[src/rtl/clk_period_meter.sv]
// clk_period_meter: measures period and high time of a slow signal in clock cycles, with lock and loss detection
module clk_period_meter #(
    parameter int          CNT_W       = 32,
    parameter int unsigned TIMEOUT     = 200_000_000,
    parameter int          SYNC_STAGES = 2,
    parameter int          TOL         = 2
) (
    input  logic             i_clkin,
    input  logic             i_rst_n,
    input  logic             i_sig_in,
    output logic [CNT_W-1:0] o_period,
    output logic [CNT_W-1:0] o_high_time,
    output logic             o_valid,
    output logic             o_locked,
    output logic             o_timeout
);
    typedef enum logic [1:0] {S_IDLE, S_MEAS, S_LOST} state_t;
    localparam logic [CNT_W-1:0] LP_TO  = CNT_W'(TIMEOUT);
    localparam logic [CNT_W:0]   LP_TOL = (CNT_W+1)'(TOL);
    state_t r_state, w_state_nxt;
    logic [SYNC_STAGES-1:0] r_sync;
    logic r_prev, r_valid, r_locked, r_timeout;
    logic [CNT_W-1:0] r_cnt, r_hi_lat, r_prev_period, r_period, r_high_time;
    logic w_sig_s, w_rise, w_fall, w_cnt_to, w_close;
    logic w_meas_rise, w_hi_ld, w_lose, w_regain;
    logic [CNT_W:0] w_diff;
    assign w_sig_s  = r_sync[SYNC_STAGES-1];
    assign w_rise   = w_sig_s & ~r_prev;
    assign w_fall   = ~w_sig_s & r_prev;
    assign w_cnt_to = r_cnt == LP_TO;
    // Unsigned distance between the new and previous period, one bit wider so it never wraps
    assign w_diff   = (r_cnt >= r_prev_period) ? {1'b0, r_cnt} - {1'b0, r_prev_period}
                                               : {1'b0, r_prev_period} - {1'b0, r_cnt};
    assign w_close  = w_diff <= LP_TOL;
    // Synchroniser chain and one-cycle delayed copy for edge detection
    always_ff @(posedge i_clkin or negedge i_rst_n) begin
        if (!i_rst_n) begin
            r_sync <= '0;
            r_prev <= 1'b0;
        end else begin
            r_sync <= {r_sync[SYNC_STAGES-2:0], i_sig_in};
            r_prev <= w_sig_s;
        end
    end
    // Cycles since the last rise; restarts at 1 on a rise and saturates
    always_ff @(posedge i_clkin or negedge i_rst_n) begin
        if (!i_rst_n)
            r_cnt <= '0;
        else
            r_cnt <= w_rise ? CNT_W'(1) : (&r_cnt ? r_cnt : r_cnt + CNT_W'(1));
    end
    // State register
    always_ff @(posedge i_clkin or negedge i_rst_n) begin
        if (!i_rst_n)
            r_state <= S_IDLE;
        else
            r_state <= w_state_nxt;
    end
    // Next state and datapath strobes; a rise always wins over a simultaneous timeout
    always_comb begin
        w_state_nxt = r_state;
        w_meas_rise = 1'b0;
        w_hi_ld     = 1'b0;
        w_lose      = 1'b0;
        w_regain    = 1'b0;
        case (r_state)
            S_IDLE: begin
                if (w_rise) begin
                    w_state_nxt = S_MEAS;
                end else if (w_cnt_to) begin
                    w_state_nxt = S_LOST;
                    w_lose      = 1'b1;
                end
            end
            S_MEAS: begin
                if (w_rise) begin
                    w_meas_rise = 1'b1;
                end else if (w_cnt_to) begin
                    w_state_nxt = S_LOST;
                    w_lose      = 1'b1;
                end else if (w_fall) begin
                    w_hi_ld     = 1'b1;
                end
            end
            S_LOST: begin
                if (w_rise) begin
                    w_state_nxt = S_MEAS;
                    w_regain    = 1'b1;
                end
            end
            default: w_state_nxt = S_IDLE;
        endcase
    end
    // Measurement results, lock and loss flags
    always_ff @(posedge i_clkin or negedge i_rst_n) begin
        if (!i_rst_n) begin
            r_hi_lat      <= '0;
            r_prev_period <= '0;
            r_period      <= '0;
            r_high_time   <= '0;
            r_valid       <= 1'b0;
            r_locked      <= 1'b0;
            r_timeout     <= 1'b0;
        end else begin
            r_valid <= w_meas_rise;
            if (w_lose) begin
                r_hi_lat      <= '0;
                r_prev_period <= '0;
                r_period      <= '0;
                r_high_time   <= '0;
                r_locked      <= 1'b0;
                r_timeout     <= 1'b1;
            end else begin
                if (w_regain)
                    r_timeout <= 1'b0;
                if (w_hi_ld)
                    r_hi_lat <= r_cnt;
                if (w_meas_rise) begin
                    r_period      <= r_cnt;
                    r_high_time   <= r_hi_lat;
                    r_prev_period <= r_cnt;
                    r_locked      <= w_close && (r_prev_period != '0);
                end
            end
        end
    end
    assign o_period    = r_period;
    assign o_high_time = r_high_time;
    assign o_valid     = r_valid;
    assign o_locked    = r_locked;
    assign o_timeout   = r_timeout;
endmodule

[config.mk]
export PLATFORM = sky130hd
export DESIGN_NAME = clk_period_meter
export DESIGN_NICKNAME = d
export VERILOG_FILES = /design/src/rtl/clk_period_meter.sv
export SDC_FILE = /design/constraint.sdc
export NUM_CORES = 1
export LEC_CHECK = 0
export ABC_AREA = 1
export BUFFER_PORTS_ARGS = -buffer_cell sky130_fd_sc_hd__buf_4
export CORE_ASPECT_RATIO = 1.25
export CORE_MARGIN = 2
export CORE_UTILIZATION = 33
export CTS_BUF_LIST = sky130_fd_sc_hd__clkbuf_8
export DETAILED_ROUTE_END_ITERATION = 7
export GPL_ROUTABILITY_DRIVEN = 0
export PLACE_DENSITY = 0.5
export SETUP_SLACK_MARGIN = 0.5
export SYNTH_ARGS = -nofsm -noshare
export SYNTH_HDL_FRONTEND = slang
export SYNTH_SLANG_ARGS = --single-unit
[constraint.sdc]
create_clock -name i_clkin -period 2.65 [get_ports i_clkin]
set_input_delay 0.6625 -clock i_clkin [delete_from_list [all_inputs] [get_ports i_clkin]]
set_output_delay 0.6625 -clock i_clkin [all_outputs]
set_load 0.05 [all_outputs]
==> out/qor.txt, run 1 <==
Run status = finished, violations left
Failing checks = negative setup slack
Slowest cell on crit path = dfrtp_1
Pins Over Slew Limit = 0
Final non-filler cell total = 2447
Largest net degree at the start of global routing = 54
Initial DRC count = 851
Initial antenna violation count = 0
DR vias/cell = 5.013
Max-slew headroom = 60.18%
Syn Inst Count = 1710
Top cells by area, synth = dfrtp_1 31%, nand2_1 21%, inv_1 8.6%, ha_1 7.5%, nand3_1 4.8%
Initial Util = 33.52%
Die Width = 167.0 µm
Post-synth EDFFs = 0
Kind of critical path = flop to flop
Max_cap viols = 0
Mean Syn Cell Area = 6.406 µm²
DIE AREA = 34680 µm²
Crit share post-route = 102.6%
Synth top area share = 31.07%
Post-DP HPWL = 33550 µm
Cell family with the largest share of critical-path delay = simple AND/OR/NAND/NOR gates
Final wirelength = 46260 µm
Worst-skew pair later-pin latency = 0.47 ns
Post-route cell area = 16850 µm²
DRC viols = 0
H-tree levels = 4
Post-Synthesis Net Count = 1781
Crit path cell chain = buf_6, buf_6, ha_4, nand2_4, inv_2, nand2_4, nor3_4, nand3b_1, nor3_2, nand2_1, nor2_4, buf_6, buf_6, nor2_2, nand3_2, o21ai_1, a21oi_1
Ys Warns = 0
Ports = 70
DR WL/cell = 18.91 µm
Synthesized area = 10950 µm²
Layout area overhead = 53.82%
Hold Crit Class = input port to asynchronous set/reset pin
Reg clk slew, reported paths = 0.08 ns
Synth area leader = dfrtp_1
Layout cell share with drive strength beyond 1 = 40.51%
Layout Skew = 0.01584 ns
Worst slew pin tran = 0.5973 ns
CTS Hold Bufs = 0
Worst Path Arrival = 3.11 ns
Post-route setup TNS = -0.2844 ns
Critical path launch point type = flop
CP required = 3.04 ns
# diodes = 0
Synth cell types = 47
RSZ-0062 raised after global routing = true
Leak Pwr = 8.546 nW
# setup viols final = 9
Buffers and inverters on the worst path = 5
Core Footprint = 32680 µm²
Drt pass-1 iters = 5
DP Area = 13420 µm²
Post-DRT Antenna Nets = 0
Die Span Y = 207.7 µm
Tot GR Track Use = 25.73%
VDD IR-drop max = 0.6376 mV
FFs w/ async S/R, synth = 100.0%
CTS tree = done
Fin crit period = 2.718 ns
Flops & latches, synth = 136
Achievable Freq = 367.9 MHz
Via count = 12268
First-pass GRT wire length = 69010 µm
Max Buffers Root-to-Sink = 2
CP Max Fanout = 4
# rows = 74
# port buffers = 69
Most numerous cell in the Yosys netlist = nand2_1
Commonest cells post-synth = 625 x nand2_1, 252 x inv_1, 136 x dfrtp_1
# fillers = 3195
Final Hold Viols = 0
CP peak stage delay = 0.43 ns
CTS sink cnt = 136
Crit. End Element = flop
Cell repeated most along the worst path = buf_6
Sequential share of the synthesized area = 31.07%
Nets@finish = 2087
Placed cell count = 2288
Synth Flop Type = dfrtp_1
Gr ovfl total = 0
Final WS setup = -0.06838 ns
CTS root buffer = clkbuf_8
Vias in the first global route = 12207
Power Dens Cells = 844.4 nW/µm²
Num CTS Buffers = 17
[logic make-up after synthesis]
group	count (synthesis)	share of synthesized area, %
xor gates and xnor gates	18	1.439
adders and majority gates	68	7.904
and+or+nand+nor	971	38.36
AOI/OAI and AO/OA	212	10.35
buffers and inverters	305	10.89
DFF	136	31.07
[layer usage]
| metal | track usage, % | up-vias | routed length (µm) |
|---|---|---|---|
| met4 | 11.36 | 0 | 2052 |
| met2 | 47.10 | 314 | 24200 |
| met3 | 2.002 | 102 | 1178 |
| met5 | 0 | - | 0 |
| met1 | 30.59 | 5841 | 18830 |
| li1 | - | 6011 | - |
[sequential cells by signal, indices dropped and copies added, names as in the netlist, 2 cells and up]
name,flops
o_high_time,32
r_hi_lat,32
r_state,2
r_cnt,32
r_sync,2
o_period,32
[power breakdown]
part	internal (mW)	switching [mW]
Combinational	3.94	6.11
Clock	0.838	0.895
Sequential	2.27	0.180
[worst paths after layout]
path | from | slack [ns] | to | cells after the start
max | r_cnt[0]$_DFFE_PN0P_ | -0.07 | r_cnt[8]$_DFFE_PN0P_ | 17
min | i_rst_n | 0.15 | o_high_time[6]$_DFFE_PN0P_ | 1
max reg2reg | r_cnt[0]$_DFFE_PN0P_ | -0.07 | r_cnt[8]$_DFFE_PN0P_ | 17
min reg2reg | r_sync[0]$_DFF_PN0_ | 0.35 | r_sync[1]$_DFF_PN0_ | 0
max in group asynchronous | i_rst_n | 1.79 | o_period[11]$_DFFE_PN0P_ | 2
min in group i_clkin | i_sig_in | 0.30 | r_sync[0]$_DFF_PN0_ | 1
[cells in the final DEF (no fill, tap or decap), drive strengths merged]
cell type / instances
a21boi: 1
nand4: 36
nand2: 648
clkbuf: 24
a21oi: 94
bufinv: 1
and3: 1
dfrtp: 136
nor3b: 1
o21ai: 93
and2: 2
clkinvlp: 3
buf: 319
a211oi: 2
clkinv: 8
xor2: 16
a22oi: 1
o21bai: 10
xnor2: 2
o211ai: 1
ha: 66
nand3b: 7
o31ai: 1
nor4: 12
nor3: 16
fa: 2
nor2: 140
o21a: 5
a31oi: 3
nand3: 108
or2: 2
o22ai: 1
inv: 267
[metrics by stage]
stage          utilization, %  power (mW)  hold slack, ns  worst slack (ns)
6_report                51.55       14.23          0.1517          -0.06838
5_1_grt                 51.55       15.22          0.1993           -0.1215
3_5_place_dp            41.05       10.58          0.3496           -0.2746
3_3_place_gp            41.05       10.55          0.3465           -0.2702
4_1_cts                 47.09       13.62          0.1755           0.07287
2_1_floorplan               -       7.919          0.3312            0.2932
[cell type report]
class | instances | area, µm² | share of cell area [%]
sequential | 136 | 3453 | 20.49
clock inverter | 11 | 97.59 | 0.5792
clock buffer | 21 | 289.0 | 1.715
timing repair inverter | 3 | 43.79 | 0.2599
inverter | 265 | 1028 | 6.104
timing repair buffer | 322 | 3060 | 18.16
multi-input combinational | 1271 | 8354 | 49.58
tap | 418 | 523.0 | 3.104
[what timing repair did]
action,4_1_cts,5_1_grt
endpoints found under the setup margin,126,131
pin swaps,56,67
gates resized for setup,200,345
cloned,16,3
buffers inserted,72,36
(Power assumes the default switching activity.)
==> run 2, diff against run 1 <==
Settings changed: BUFFER_PORTS_ARGS -buffer_cell sky130_fd_sc_hd__buf_4 to not set, DONT_BUFFER_PORTS set to 1, PLACE_DENSITY 0.5 to 0.48, SKIP_CTS_REPAIR_TIMING set to 1.
==> out/qor.txt, run 2 (same netlist as run 1, synthesis figures left out) <==
# setup viols final = 0 (-9)
Die Width = 167.0 µm (unchanged)
Fin crit period = 2.490 ns (-0.2286 ns)
Core Footprint = 32680 µm² (unchanged)
Hold Crit Class = input port to asynchronous set/reset pin
Initial DRC count = 841 (-1.2%)
Cell repeated most along the worst path = nand2_1
Kind of critical path = flop to flop
DP Worst Slack = -0.06211 ns (+0.2125 ns)
Worst Path Arrival = 2.90 ns (-0.21 ns)
Final Hold Viols = 136 (+136)
Worst slew pin tran = 0.6243 ns (+0.02702 ns)
VDD IR-drop max = 0.6423 mV (+0.74%)
Achievable Freq = 401.6 MHz (+9.2%)
Final WS setup = 0.1602 ns (+0.2286 ns)
Critical path launch point type = flop
Gr ovfl total = 0 (unchanged)
Buffers and inverters on the worst path = 1 (-4)
Ports = 70 (unchanged)
Commonest non-fill, non-tap cell in the layout = nand2_1
# fillers = 3466 (+8.5%)
Vias in the first global route = 10778 (-12%)
DP Area = 12660 µm² (-5.7%)
# diodes = 0 (unchanged)
CTS tree = done
Layout cell share with drive strength beyond 1 = 25.90% (-15 points)
Post-DRT Antenna Nets = 0 (unchanged)
Final wirelength = 41260 µm (-11%)
Layout Skew = 0.01442 ns (-0.001416 ns)
Post-DP HPWL = 33220 µm (-0.98%)
Die Span Y = 207.7 µm (unchanged)
Cell family with the largest share of critical-path delay = simple AND/OR/NAND/NOR gates
Nets@finish = 1923 (-7.9%)
Worst-skew pair later-pin latency = 0.47 ns (about the same)
Largest net degree at the start of global routing = 137 (+150%)
DIE AREA = 34680 µm² (unchanged)
Max_cap viols = 0 (unchanged)
CTS sink cnt = 136 (unchanged)
Fin Hold WS = -0.1185 ns (-0.2702 ns)
DRC viols = 0 (unchanged)
Reg clk slew, reported paths = 0.09 ns (about the same)
Max Buffers Root-to-Sink = 2 (unchanged)
Power Dens Cells = 877.9 nW/µm² (+4.0%)
CP required = 3.06 ns (+0.02 ns)
Crit path cell chain = ha_4, buf_12, nand2_2, nor2_4, nand2_2, nor2_4, nand2_8, nand2_4, nand2_1, nand3_1, nand2_1, nor2_1, nand2_1, nor2_1, nand3_1, nand2_1
# rows = 74 (unchanged)
R2R Setup Slk = 0.16 ns (+0.23 ns)
Max-slew headroom = 58.38% (-1.8 points)
CP Max Fanout = 10 (+6)
Post-route cell area = 14090 µm² (-16%)
# port buffers = 0 (-100%)
Met2 Track Usage GR = 40.85% (-6.2 points)
Leak Pwr = 7.248 nW (-15%)
Global route hottest layer = met2
CP peak stage delay = 0.43 ns (about the same)
Run status = finished, violations left
Initial antenna violation count = 0 (unchanged)
Crit. End Element = flop
RSZ-0062 raised after global routing = true
Most frequent cells in the layout = 559 x nand2_1, 219 x inv_1, 146 x buf_4
First-pass GRT wire length = 62290 µm (-9.7%)
Num CTS Buffers = 17 (unchanged)
Slowest cell on crit path = dfrtp_1
Via count = 11310 (-7.8%)
H-tree levels = 4 (unchanged)
GR Util met3 = 2.803% (+0.80 points)
Drt pass-1 iters = 5 (unchanged)
Failing checks = negative hold slack
Pins Over Slew Limit = 0 (unchanged)
DR vias/cell = 4.954 (-1.2%)
Initial Util = 33.52% (unchanged)
Tot GR Track Use = 23.24% (-2.5 points)
Crit share post-route = 93.96% (-8.6 points)
Grt met1 use = 29.34% (-1.2 points)
DR WL/cell = 18.07 µm (-4.4%)
Layout area overhead = 28.65%
CTS root buffer = clkbuf_8
run 2: area by class of cell:
| type | instances | area, µm² | share of cell area [%] |
|---|---|---|---|
| well taps | 418 | 523.0 | 3.711 |
| clock buffers | 21 | 289.0 | 2.051 |
| repair buffers | 161 | 1331 | 9.447 |
| multi-input cells | 1271 | 7405 | 52.54 |
| inverters | 265 | 1015 | 7.201 |
| clock inverters | 11 | 75.07 | 0.5327 |
| flip-flops and latches | 136 | 3455 | 24.51 |
run 2: power by group:
group / total [mW] / switching, mW / internal, mW / leakage (nW)
registers: 2.69 / 0.427 / 2.26 / 1.75
clock network: 1.60 / 0.858 / 0.740 / 0.175
logic: 8.08 / 5.17 / 2.91 / 5.32
total: 12.4 / 6.45 / 5.92 / 7.25
run 2: worst paths after layout:
path                                             from                         end  cells after the start
worst max register to register  r_cnt[18]$_DFFE_PN0P_        o_locked$_DFFE_PN0P_                     16
max in group asynchronous                     i_rst_n    o_period[23]$_DFFE_PN0P_                      0
min in group i_clkin                         i_sig_in         r_sync[0]$_DFF_PN0_                      0
worst max-delay path            r_cnt[18]$_DFFE_PN0P_        o_locked$_DFFE_PN0P_                     16
worst min-delay path                          i_rst_n  o_high_time[6]$_DFFE_PN0P_                      0
worst min register to register    r_sync[0]$_DFF_PN0_         r_sync[1]$_DFF_PN0_                      0
run 2: metrics by stage:
step	power, mW	hold slack [ns]	setup TNS [ns]	util [%]	cells
4_1_cts	11.39	-0.1537	-0.08032	39.84	2226
6_report	12.37	-0.1185	0	43.12	2283
3_3_place_gp	9.735	0.3354	-0.1056	38.72	2194
2_1_floorplan	7.919	0.3312	0	-	1710
3_5_place_dp	9.747	0.3405	-0.06211	38.72	2194
5_1_grt	13.38	-0.1514	0	43.12	2283
run 2: metal layers:
| layer | part of all wire (%) | up-vias |
|---|---|---|
| li1 | - | 5673 |
| met1 | 44 | 5333 |
| met2 | 50 | 242 |
| met3 | 3.2 | 62 |
| met4 | 3.6 | 0 |
| met5 | 0 | - |
==> run 3, diff against run 2 <==
Settings changed: CORE_UTILIZATION 33 to 34, PLACE_DENSITY 0.48 to 0.47.
==> out/qor.txt, run 3 (same netlist as run 1, synthesis figures left out) <==
Run status = finished, violations left
Failing checks = negative hold slack
Fin crit period = 2.521 ns (+0.03111 ns)
Post-route setup TNS = 0 ns (unchanged)
Pins Over Slew Limit = 0 (unchanged)
# fillers = 3366 (-2.9%)
CTS sink cnt = 136 (unchanged)
Post-DP HPWL = 34200 µm (+3.0%)
Multi-input gate area = 7361 µm² (-0.59%)
Final wirelength = 42330 µm (+2.6%)
# setup viols final = 0 (unchanged)
Setup crit end = o_locked$_DFFE_PN0P_
Nets@finish = 1930 (+0.36%)
Switching part of the total = 50.86% (-1.3 points)
CTS root buffer = clkbuf_8
Total power = 12.93 mW (+4.5%)
Core Footprint = 31790 µm² (-2.7%)
Die Span Y = 204.7 µm (-1.5%)
Max Buffers Root-to-Sink = 2 (unchanged)
H-tree levels = 4 (unchanged)
CTS tree = done
DIE AREA = 33680 µm² (-2.9%)
R2R Setup Slk = 0.13 ns (-0.03 ns)
Most frequent cells in the layout = 573 x nand2_1, 210 x inv_1, 154 x buf_4
Worst slew pin tran = 0.6650 ns (+0.04062 ns)
Post-DRT Antenna Nets = 0 (unchanged)
Reg2Reg Depth = 17 (+1)
Internal Pwr Total = 6.353 mW (+7.4%)
Leak Pwr = 7.327 nW (+1.1%)
Ports = 70 (unchanged)
Worst Path Arrival = 2.94 ns (+0.04 ns)
Tot GR Track Use = 25.52% (+2.3 points)
# rows = 73 (-1.4%)
Die Width = 164.5 µm (-1.4%)
Final WS setup = 0.1291 ns (-0.03111 ns)
Reg2Reg Launch Point = r_cnt[0]$_DFFE_PN0P_
Achievable Freq = 396.7 MHz (-1.2%)
Combinational power share = 63.3% (-2.0 points)
Initial Util = 34.46% (+0.95 points)
Post-route cell area = 14180 µm² (+0.63%)
Fin Hold WS = -0.1193 ns (-0.0008600 ns)
Flop pwr share = 20.7% (-1.0 points)
VDD IR-drop max = 0.6269 mV (-2.4%)
Worst-skew pair later-pin latency = 0.48 ns (about the same)
Layout area overhead = 29.46%
Num CTS Buffers = 17 (unchanged)
RSZ-0062 raised after global routing = true
Hold Crit Class = input port to asynchronous set/reset pin
# diodes = 0 (unchanged)
Via count = 11430 (+1.1%)
Drt pass-1 iters = 6 (+1)
DR WL/cell = 18.53 µm (+2.5%)
Initial antenna violation count = 0 (unchanged)
Critical path launch point type = flop
Power Dens Cells = 911.6 nW/µm² (+3.8%)
Clock power share = 16.0% (+3.1 points)
DR vias/cell = 5.004 (+1.0%)
Max-slew headroom = 55.67% (-2.7 points)
# port buffers = 0 (unchanged)
Layout Skew = 0.01747 ns (+0.003052 ns)
Max_cap viols = 0 (unchanged)
DP Worst Slack = -0.1522 ns (-0.09014 ns)
CP required = 3.07 ns (about the same)
Layout cell share with drive strength beyond 1 = 26.60% (+0.70 points)
DP Area = 12780 µm² (+0.95%)
CP Max Fanout = 4 (-6)
Initial DRC count = 773 (-8.1%)
R2R Path End = o_locked$_DFFE_PN0P_
Switching power = 6.574 mW (+1.9%)
Reg clk slew, reported paths = 0.09 ns (about the same)
Vias in the first global route = 11231 (+4.2%)
Crit share post-route = 95.13% (+1.2 points)
DRC viols = 0 (unchanged)
Kind of critical path = flop to flop
Crit. End Element = flop
Critical Path Start = r_cnt[0]$_DFFE_PN0P_
First-pass GRT wire length = 64870 µm (+4.2%)
Commonest non-fill, non-tap cell in the layout = nand2_1
Final Hold Viols = 136 (unchanged)
Largest net degree at the start of global routing = 137 (unchanged)
FF/Latch Area = 3460 µm² (+0.15%)
Gr ovfl total = 0 (unchanged)
[run 3: cell count changes in the layout (fill, tap and decap cells not counted), sizes merged]
cell,change
bufinv,+5
buf,+8
clkinvlp,-2
clkbuf,-4
[run 3: through the flow]
step / instances / utilization (%) / hold WS (ns)
CTS: 2237 / 41.66 / -0.1630
global placement: 2205 / 40.19 / 0.3326
floorplan: 1710 / - / 0.3312
global route: 2284 / 44.62 / -0.1677
finish: 2284 / 44.62 / -0.1193
detailed placement: 2205 / 40.19 / 0.3358
[run 3: power groups by stage]
stage / Clock [mW] / Combinational [mW] / Sequential, mW
after CTS: 2.11 / 7.19 / 2.67
after global routing: 2.18 / 9.13 / 2.70
final: 2.07 / 8.18 / 2.67
after floorplan: 0 / 5.14 / 2.78
after global placement: 0 / 7.21 / 2.71
after detailed placement: 0 / 7.17 / 2.71
[run 3: how the worst min path moves through the flow]
stage	slack, ns	startpoint	cells after the start	to
floorplan	0.33	r_sync[0]$_DFF_PN0_	0	r_sync[1]$_DFF_PN0_
global placement	0.33	r_sync[0]$_DFF_PN0_	0	r_sync[1]$_DFF_PN0_
detailed placement	0.34	r_sync[0]$_DFF_PN0_	0	r_sync[1]$_DFF_PN0_
CTS	-0.16	i_rst_n	0	o_period[6]$_DFFE_PN0P_
global route	-0.17	i_rst_n	0	o_period[2]$_DFFE_PN0P_
finish	-0.12	i_rst_n	0	o_period[6]$_DFFE_PN0P_
[run 3: cell type report]
type / count / share of cell area, %
Multi-Input combinational cell: 1271 / 51.91
Tap cell: 412 / 3.635
Sequential cell: 136 / 24.40
Clock inverter: 14 / 1.535
Timing Repair Buffer: 168 / 9.573
Inverter: 265 / 7.208
Clock buffer: 18 / 1.747
[run 3: per-layer routing]
| metal | vias to the layer above | wire [µm] | track usage, % | share of wire, % |
|---|---|---|---|---|
| li1 | 5675 | - | - | - |
| met1 | 5360 | 18250 | 32.13 | 43 |
| met2 | 307 | 20850 | 44.28 | 49 |
| met3 | 88 | 1546 | 3.078 | 3.7 |
| met4 | 0 | 1671 | 9.969 | 3.9 |
| met5 | - | 0 | 0 | 0 |
[run 3: worst max-delay path, stage by stage (launching register included)]
cell	delay (ns)
dfrtp_1	0.43
inv_2	0.07
ha_1	0.14
inv_1	0.06
fa_2	0.38
nand2_1	0.11
nand3_1	0.13
nand2_1	0.10
nand3_1	0.09
nor2_1	0.22
nand2_1	0.10
a21oi_2	0.13
nand2_1	0.06
nor2_1	0.11
nand3_1	0.07
nor2_1	0.11
nand3_1	0.09
nand2_1	0.06
